--- src/rtl/spi_pkg.sv ---
// Shared types and defaults for the SPI clock engine and its helpers.
package spi_pkg;

  typedef enum logic {
    IDLE = 1'b0,
    RUN  = 1'b1
  } state_t;

  localparam int DEF_CLKS_PER_HALF_BIT = 2;
  localparam int DEF_DATA_WIDTH        = 8;

  // Bits needed to hold a counter that runs 0 .. n-1 (never narrower than 1).
  function automatic int cnt_width(input int n);
    return (n <= 1) ? 1 : $clog2(n);
  endfunction

endpackage

--- src/rtl/spi_clk_pipe.sv ---
// SYNC_STAGES-deep register chain that carries the internal SPI clock to the pin.
module spi_clk_pipe #(
  parameter int SYNC_STAGES = 2,
  parameter bit CPOL        = 1'b0
) (
  input  logic i_clk,
  input  logic reset,
  input  logic i_d,
  output logic o_q
);

  logic [SYNC_STAGES-1:0] r_pipe;

  always_ff @(posedge i_clk) begin
    if (reset) begin
      r_pipe <= {SYNC_STAGES{CPOL}};
    end else begin
      r_pipe[0] <= i_d;
      for (int i = 1; i < SYNC_STAGES; i++) begin
        r_pipe[i] <= r_pipe[i-1];
      end
    end
  end

  assign o_q = r_pipe[SYNC_STAGES-1];

endmodule

--- src/rtl/spi_sclk_engine.sv ---
// SPI master timing core: captures a byte on trigger and generates one
// 2*DATA_WIDTH-edge SPI clock burst with leading/trailing strobes.
module spi_sclk_engine
  import spi_pkg::*;
#(
  parameter int CLKS_PER_HALF_BIT = DEF_CLKS_PER_HALF_BIT,
  parameter int DATA_WIDTH        = DEF_DATA_WIDTH,
  parameter bit CPOL              = 1'b0,
  parameter int SYNC_STAGES       = 2
) (
  input  logic                  i_clk,
  input  logic                  reset,
  input  logic                  trigger,
  input  logic [DATA_WIDTH-1:0] i_byte,
  output logic [DATA_WIDTH-1:0] r_byte,
  output logic                  busy,
  output logic                  leading_edge,
  output logic                  trailing_edge,
  output logic                  data_ready,
  output logic                  r_spi_clk,
  output logic                  o_spi_clk
);

  localparam int HW = cnt_width(CLKS_PER_HALF_BIT);
  localparam int EW = cnt_width(2 * DATA_WIDTH);
  localparam logic [HW-1:0] HALF_LAST = HW'(CLKS_PER_HALF_BIT - 1);
  localparam logic [EW-1:0] EDGE_LAST = EW'(2 * DATA_WIDTH - 1);

  state_t                r_state, w_state_next;
  logic [HW-1:0]         r_half_cnt, w_half_next;
  logic [EW-1:0]         r_edge_cnt, w_edge_next;
  logic [DATA_WIDTH-1:0] w_byte_next;
  logic                  w_spi_clk_next, w_lead_next, w_trail_next, w_ready_next;
  logic                  w_start;

  always_ff @(posedge i_clk) begin
    if (reset) begin
      r_state       <= IDLE;
      r_half_cnt    <= '0;
      r_edge_cnt    <= '0;
      r_byte        <= '0;
      r_spi_clk     <= CPOL;
      leading_edge  <= 1'b0;
      trailing_edge <= 1'b0;
      data_ready    <= 1'b0;
    end else begin
      r_state       <= w_state_next;
      r_half_cnt    <= w_half_next;
      r_edge_cnt    <= w_edge_next;
      r_byte        <= w_byte_next;
      r_spi_clk     <= w_spi_clk_next;
      leading_edge  <= w_lead_next;
      trailing_edge <= w_trail_next;
      data_ready    <= w_ready_next;
    end
  end

  always_comb begin
    w_state_next   = r_state;
    w_half_next    = r_half_cnt;
    w_edge_next    = r_edge_cnt;
    w_byte_next    = r_byte;
    w_spi_clk_next = r_spi_clk;
    w_lead_next    = 1'b0;
    w_trail_next   = 1'b0;
    w_ready_next   = 1'b0;
    w_start        = 1'b0;

    case (r_state)
      IDLE: begin
        w_start = trigger;
      end
      RUN: begin
        if (r_half_cnt == HALF_LAST) begin
          w_half_next    = '0;
          w_edge_next    = r_edge_cnt + 1'b1;
          w_spi_clk_next = ~r_spi_clk;
          // Edge numbers start at 1, so an even count before the edge means odd (leading).
          w_lead_next    = ~r_edge_cnt[0];
          w_trail_next   = r_edge_cnt[0];
          if (r_edge_cnt == EDGE_LAST) begin
            w_ready_next   = 1'b1;
            w_state_next   = IDLE;
            w_edge_next    = '0;
            w_spi_clk_next = CPOL;
            // Accepting here lets bursts run back to back without dropping busy.
            w_start        = trigger;
          end
        end else begin
          w_half_next = r_half_cnt + 1'b1;
        end
      end
      default: begin
        w_state_next = IDLE;
      end
    endcase

    if (w_start) begin
      w_state_next   = RUN;
      w_half_next    = '0;
      w_edge_next    = '0;
      w_byte_next    = i_byte;
      w_spi_clk_next = CPOL;
    end
  end

  assign busy = (r_state == RUN);

  spi_clk_pipe #(
    .SYNC_STAGES (SYNC_STAGES),
    .CPOL        (CPOL)
  ) u_clk_pipe (
    .i_clk (i_clk),
    .reset (reset),
    .i_d   (r_spi_clk),
    .o_q   (o_spi_clk)
  );

endmodule

--- config.mk ---
export PLATFORM = sky130hd
export DESIGN_NAME = spi_sclk_engine
export DESIGN_NICKNAME = d
export VERILOG_FILES = /design/src/rtl/spi_pkg.sv /design/src/rtl/spi_clk_pipe.sv /design/src/rtl/spi_sclk_engine.sv
export SDC_FILE = /design/constraint.sdc
export NUM_CORES = 1
export LEC_CHECK = 0
export ABC_AREA = 1
export CORE_MARGIN = 1
export CORE_UTILIZATION = 28
export DETAILED_ROUTE_END_ITERATION = 16
export DONT_BUFFER_PORTS = 1
export GPL_TIMING_DRIVEN = 1
export SYNTH_ARGS = -nofsm -noshare
export SYNTH_HDL_FRONTEND = slang
export SYNTH_SLANG_ARGS = --single-unit
--- constraint.sdc ---
create_clock -name i_clk -period 1.3 [get_ports i_clk]
set_clock_uncertainty 0.05 [all_clocks]
set_input_delay 0.26 -clock i_clk [delete_from_list [all_inputs] [get_ports i_clk]]
set_output_delay 0.26 -clock i_clk [all_outputs]
set_load 0.01 [all_outputs]
### After elaboration in Yosys (flattened, before gate mapping)

Index checks and enable logic that the tools add are counted.

* register bits: 20
* bits of input ports: 11

* add/sub/neg operators: 2
* equality and inequality tests: 1
* muxes and demuxes: 11
* bitwise operators: 4
* reductions and logical operators: 3

Operators by type and width (count)
* 1-bit 2-to-1 mux: 9
* 4-bit by 1-bit adder with 4-bit output (second input constant): 1
* 4-bit == test (second input constant): 1
* 4-bit 2-to-1 mux: 1
* 1-bit NOT: 4
* 3-bit OR reduction: 1
* 1-bit case mux with 2 select lines: 1
* 2-bit AND reduction: 1
* 2-bit OR reduction: 1
* 1-bit adder (second input constant): 1

### Logic depth before layout (Yosys ltp)

* word-level depth: 5
* gate-level depth with buffers: 7
* depth with buffers taken out: 6

### Modules after synthesis

A second synthesis with hierarchy kept.

* cells, all modules: 108
* area, all modules: 874.6 µm²

Modules (own cells, without submodules)
* spi_sclk_engine: instances 1, cells each 102, area an instance 819.5 µm²
* spi_clk_pipe: instances 1, cells each 6, area an instance 55.1 µm²

### Worst setup path before layout

No wires, ideal clock.

* kind: register to register
* from: register r_edge_cnt[0]
* to: register r_byte[0]
* library setup time: 0.113 ns
* arrival: 1.074 ns
* setup slack: 0.062 ns
* stages on the path, launching flop included: 8
* clock period less this slack: 1.238 ns
* cell sequence: dfxtp_1 ha_1 nand4_2 nand2_4 buf_12 nand3_2 nand2_1 nor2_2

* longest elaborated chain between the ends: 4

RTL lines
* from (decl): line spi_sclk_engine.sv:31 `logic [EW-1:0] r_edge_cnt, w_edge_next;`
* from (signal assigned): line spi_sclk_engine.sv:49 `r_edge_cnt <= w_edge_next;`
* 4-bit == test: line spi_sclk_engine.sv:81 `if (r_edge_cnt == EDGE_LAST) begin`
* 1-bit 2-to-1 mux: line spi_sclk_engine.sv:81
* 1-bit 2-to-1 mux: line spi_sclk_engine.sv:74 `if (r_half_cnt == HALF_LAST) begin`
* 1-bit case mux with 2 select lines: line spi_sclk_engine.sv:69 `case (r_state)`
* to (signal assigned): line spi_sclk_engine.sv:50 `r_byte <= w_byte_next;`
* to (decl): line spi_sclk_engine.sv:15 `output logic [DATA_WIDTH-1:0] r_byte,`

Every way passes these cells.
A chain may end at the register's enable or synchronous reset.

### Worst setup path in the final report

* from: register r_edge_cnt[0]
* to: register r_spi_clk

* longest elaborated chain between the ends: 5
* elaborated cells on any way between the ends: 6
* classes of those cells: 1 x eq/ne; 4 x mux; 1 x reduce/logical

RTL lines
* 4-bit == test *: line spi_sclk_engine.sv:81
* 1-bit 2-to-1 mux: line spi_sclk_engine.sv:81
* 1-bit 2-to-1 mux: line spi_sclk_engine.sv:74
* 1-bit case mux with 2 select lines: line spi_sclk_engine.sv:69
* 2-bit OR reduction (no source line)
* to (signal assigned): line spi_sclk_engine.sv:51 `r_spi_clk <= w_spi_clk_next;`
* to (decl): line spi_sclk_engine.sv:20 `output logic r_spi_clk,`

Every way passes the cells marked *; elsewhere a longest branch is shown, timed or not.

==> metrics <==
root buffer cell=clkbuf_4; vias in the first global route=596; mean routed wirelength per cell=10.42 um; final setup violating endpoints=0; Max Freq=815.7 MHz; first-pass GRT wire length=2553 um; CTS tree=built; Reg-to-Reg End=r_spi_clk$_SDFFE_PP0N_; sw frac=0.2504; hold path depth=2; total grt overflow=0; post-synthesis cell area=874.6 sq um; Comb power frac=0.113; post-synthesis cell count=108; share of layout cells above drive strength 1=0.3197; input/output buffers=0; Reg power frac=0.579; internal cell power=0.8782 mW; Clk pwr share=0.308; Sw Pwr=0.2934 mW; CP Launch Type=flop; GP Congestion=0.7603; CTS buffer count=3; Fillers=297; Multi-input gate area=382.9 sq um; HPWL after detailed placement=1178 um; clock sink count=20; syn_area_per_cell=8.098 sq um; Die ar.=0.003351 sq mm; critical path class=reg -> reg; flop-to-flop setup slack=0.07 ns; Final Hold Vio Count=0; hold_sp=trigger; max-cap violations=0; status=complete, but fails checks; worst hold slack=0.05598 ns; # H-tree levels=1; WP data arrival=1.37 ns; GR Layer Usage met3=0.03125; Area Overhead vs Synth=16.45%; Max-slew headroom=0.8250; crit path time final=1.226 ns; Hold Crit Class=in -> reg; Reg2Reg Depth=6; Vias/cell=4.549; share of the synthesized area in the top cell type=0.4578; Crit Path Max Fanout=8; Yosys cell types=24; Register Area=404.1 sq um; reg2reg start=r_edge_cnt[0]$_SDFFE_PP0N_; power per cell area=1150 mW/mm^2; Critical Path RT=1.45 ns; Leakage=0.4524 nW; diode count=0; maximum vdd ir drop=0.4118 mV; initial DRC count=19; Core Area=0.002853 sq mm; Layout Nets=135; violated checks=design-rule violations; Clock Pin Slew Worst Setup and Hold Paths=0.12 ns; fin util=0.3570; setup TNS=0 ns; final wirelength=1595 um; initial core utilization=0.3066; Tot Pwr=1.172 mW; #FFs+latches synth=20; sequential element share of the synthesized area=0.4578; via count=696; worst slew pin tran=0.2617 ns; gr busiest metal=met2; IO Pins=25; RSZ-0062 raised after global routing=false; met2 usage in global routing=0.1658; Clock Latency Late Sink=0.30 ns; post-route ant nets=0; Row Count=19; syn_nets=120; Die X=57.89 um; grt met1 use=0.1122; Final period util=0.9431; top cells by area, synth=dfxtp_1 (46%), a21oi_2 (8.0%), nand2_1 (7.7%), inv_1 (6.4%), nor2_1 (6.4%); die height=57.89 um; # DRC=1; Final Max Slew Viols=0; First-pass DRT Iterations=10; Hold EP=r_byte[4]$_SDFFE_PP0P_; initial antenna violation count=0; CP endpoint kind=flop; GRT Total Usage=0.09878; Yosys top cell by area=dfxtp_1; Synth Warn #=0; CTS Buffer Depth=2; pin count of the biggest net entering global routing=18
## synthesized netlist by cell type, drive strengths merged
cell and count:
xnor2 1, nor2 18, nand4 1, dfxtp 20
xor2 1, clkinv 1, ha 1, buf 3
nand2 22, nor3 2, o21ai 3, nand3 10
inv 16, a21oi 9
## layout make-up
class,count,share of cell area
sequential,20,0.3968
multi-input combinational,69,0.3759
timing repair buffer,12,0.09091
inverter,17,0.06265
tap,31,0.03808
clock buffer,4,0.03563
## flip-flops by register name, summed over array words and instances (netlist names)
name	cells
trailing_edge	1
r_half_cnt	1
r_edge_cnt	4
data_ready	1
r_byte	8
u_clk_pipe.r_pipe	2
r_spi_clk	1
busy	1
leading_edge	1
## what timing repair did
item	CTS	global route
pin swaps	2	1
hold endpoints to repair	6	0
gates resized for setup	1	3
endpoints found under the setup margin	6	8
setup buffers	3	0
hold buffers	1	0
gates cloned	1	0
## power by group through the flow
stage / Clock, mW / Sequential (mW) / Combinational [mW]
after floorplan: 0 / 0.687 / 0.109
after global placement: 0 / 0.691 / 0.113
after detailed placement: 0 / 0.692 / 0.116
after CTS: 0.368 / 0.679 / 0.134
after global routing: 0.387 / 0.682 / 0.149
final: 0.361 / 0.678 / 0.133
## placed cells by master, fill, tap and decap left out, types with 2 or more instances in the layout
| cell | synthesis | layout |
|---|---|---|
| nand3_1 | 9 | 9 |
| nor2_2 | 3 | 3 |
| nor3_1 | 2 | 2 |
| buf_4 | 0 | 11 |
| nand2_1 | 18 | 18 |
| nand2_2 | 3 | 4 |
| dfxtp_2 | 0 | 3 |
| clkbuf_4 | 0 | 3 |
| dfxtp_1 | 20 | 17 |
| inv_1 | 15 | 15 |
| a21oi_2 | 8 | 8 |
| nor2_1 | 15 | 15 |
## layer usage
layer | vias up | wire [um]
met1 | 317 | 703
met2 | 13 | 781
li1 | 364 | -
met5 | - | 0
met4 | 0 | 27
met3 | 2 | 82
## critical path, cell delays in order (launching register included)
cell     delay (ns)
dfxtp_2        0.35
ha_2           0.19
nand4_2        0.13
nand2_4        0.14
nand2_1        0.09
nand2_2        0.13
nor2_1         0.06
## cells by family (layout without fill, tap and decap cells)
| kind of cell | after synthesis | in the layout | synth area share |
|---|---|---|---|
| simple gates | 53 | 54 | 0.2861 |
| flops | 20 | 20 | 0.4578 |
| fa+ha+maj | 1 | 1 | 0.01430 |
| xor+xnor | 2 | 2 | 0.02003 |
| buf+inv | 20 | 33 | 0.1144 |
| compound gates | 12 | 12 | 0.1073 |
## per-stage QoR
stage,instances,area [sq um],worst slack [ns]
2_1_floorplan,108,874.6,0.06240
3_3_place_gp,144,937.1,0.06255
3_5_place_dp,144,937.1,0.0003004
4_1_cts,153,1013,0.01187
5_1_grt,153,1018,0.005407
6_report,153,1018,0.07399
## how the worst max path moves through the flow
stage,to,depth (start not counted),startpoint
2_1_floorplan,r_byte[0]$_SDFFE_PP0P_,7,r_edge_cnt[0]$_SDFFE_PP0N_
3_3_place_gp,r_half_cnt$_SDFFE_PP0P_,6,r_edge_cnt[1]$_SDFFE_PP0N_
3_5_place_dp,r_spi_clk$_SDFFE_PP0N_,6,r_edge_cnt[0]$_SDFFE_PP0N_
4_1_cts,r_spi_clk$_SDFFE_PP0N_,6,r_edge_cnt[0]$_SDFFE_PP0N_
5_1_grt,r_spi_clk$_SDFFE_PP0N_,6,r_edge_cnt[0]$_SDFFE_PP0N_
6_report,r_spi_clk$_SDFFE_PP0N_,6,r_edge_cnt[0]$_SDFFE_PP0N_
No activity file was read; power rests on OpenSTA's default activity.
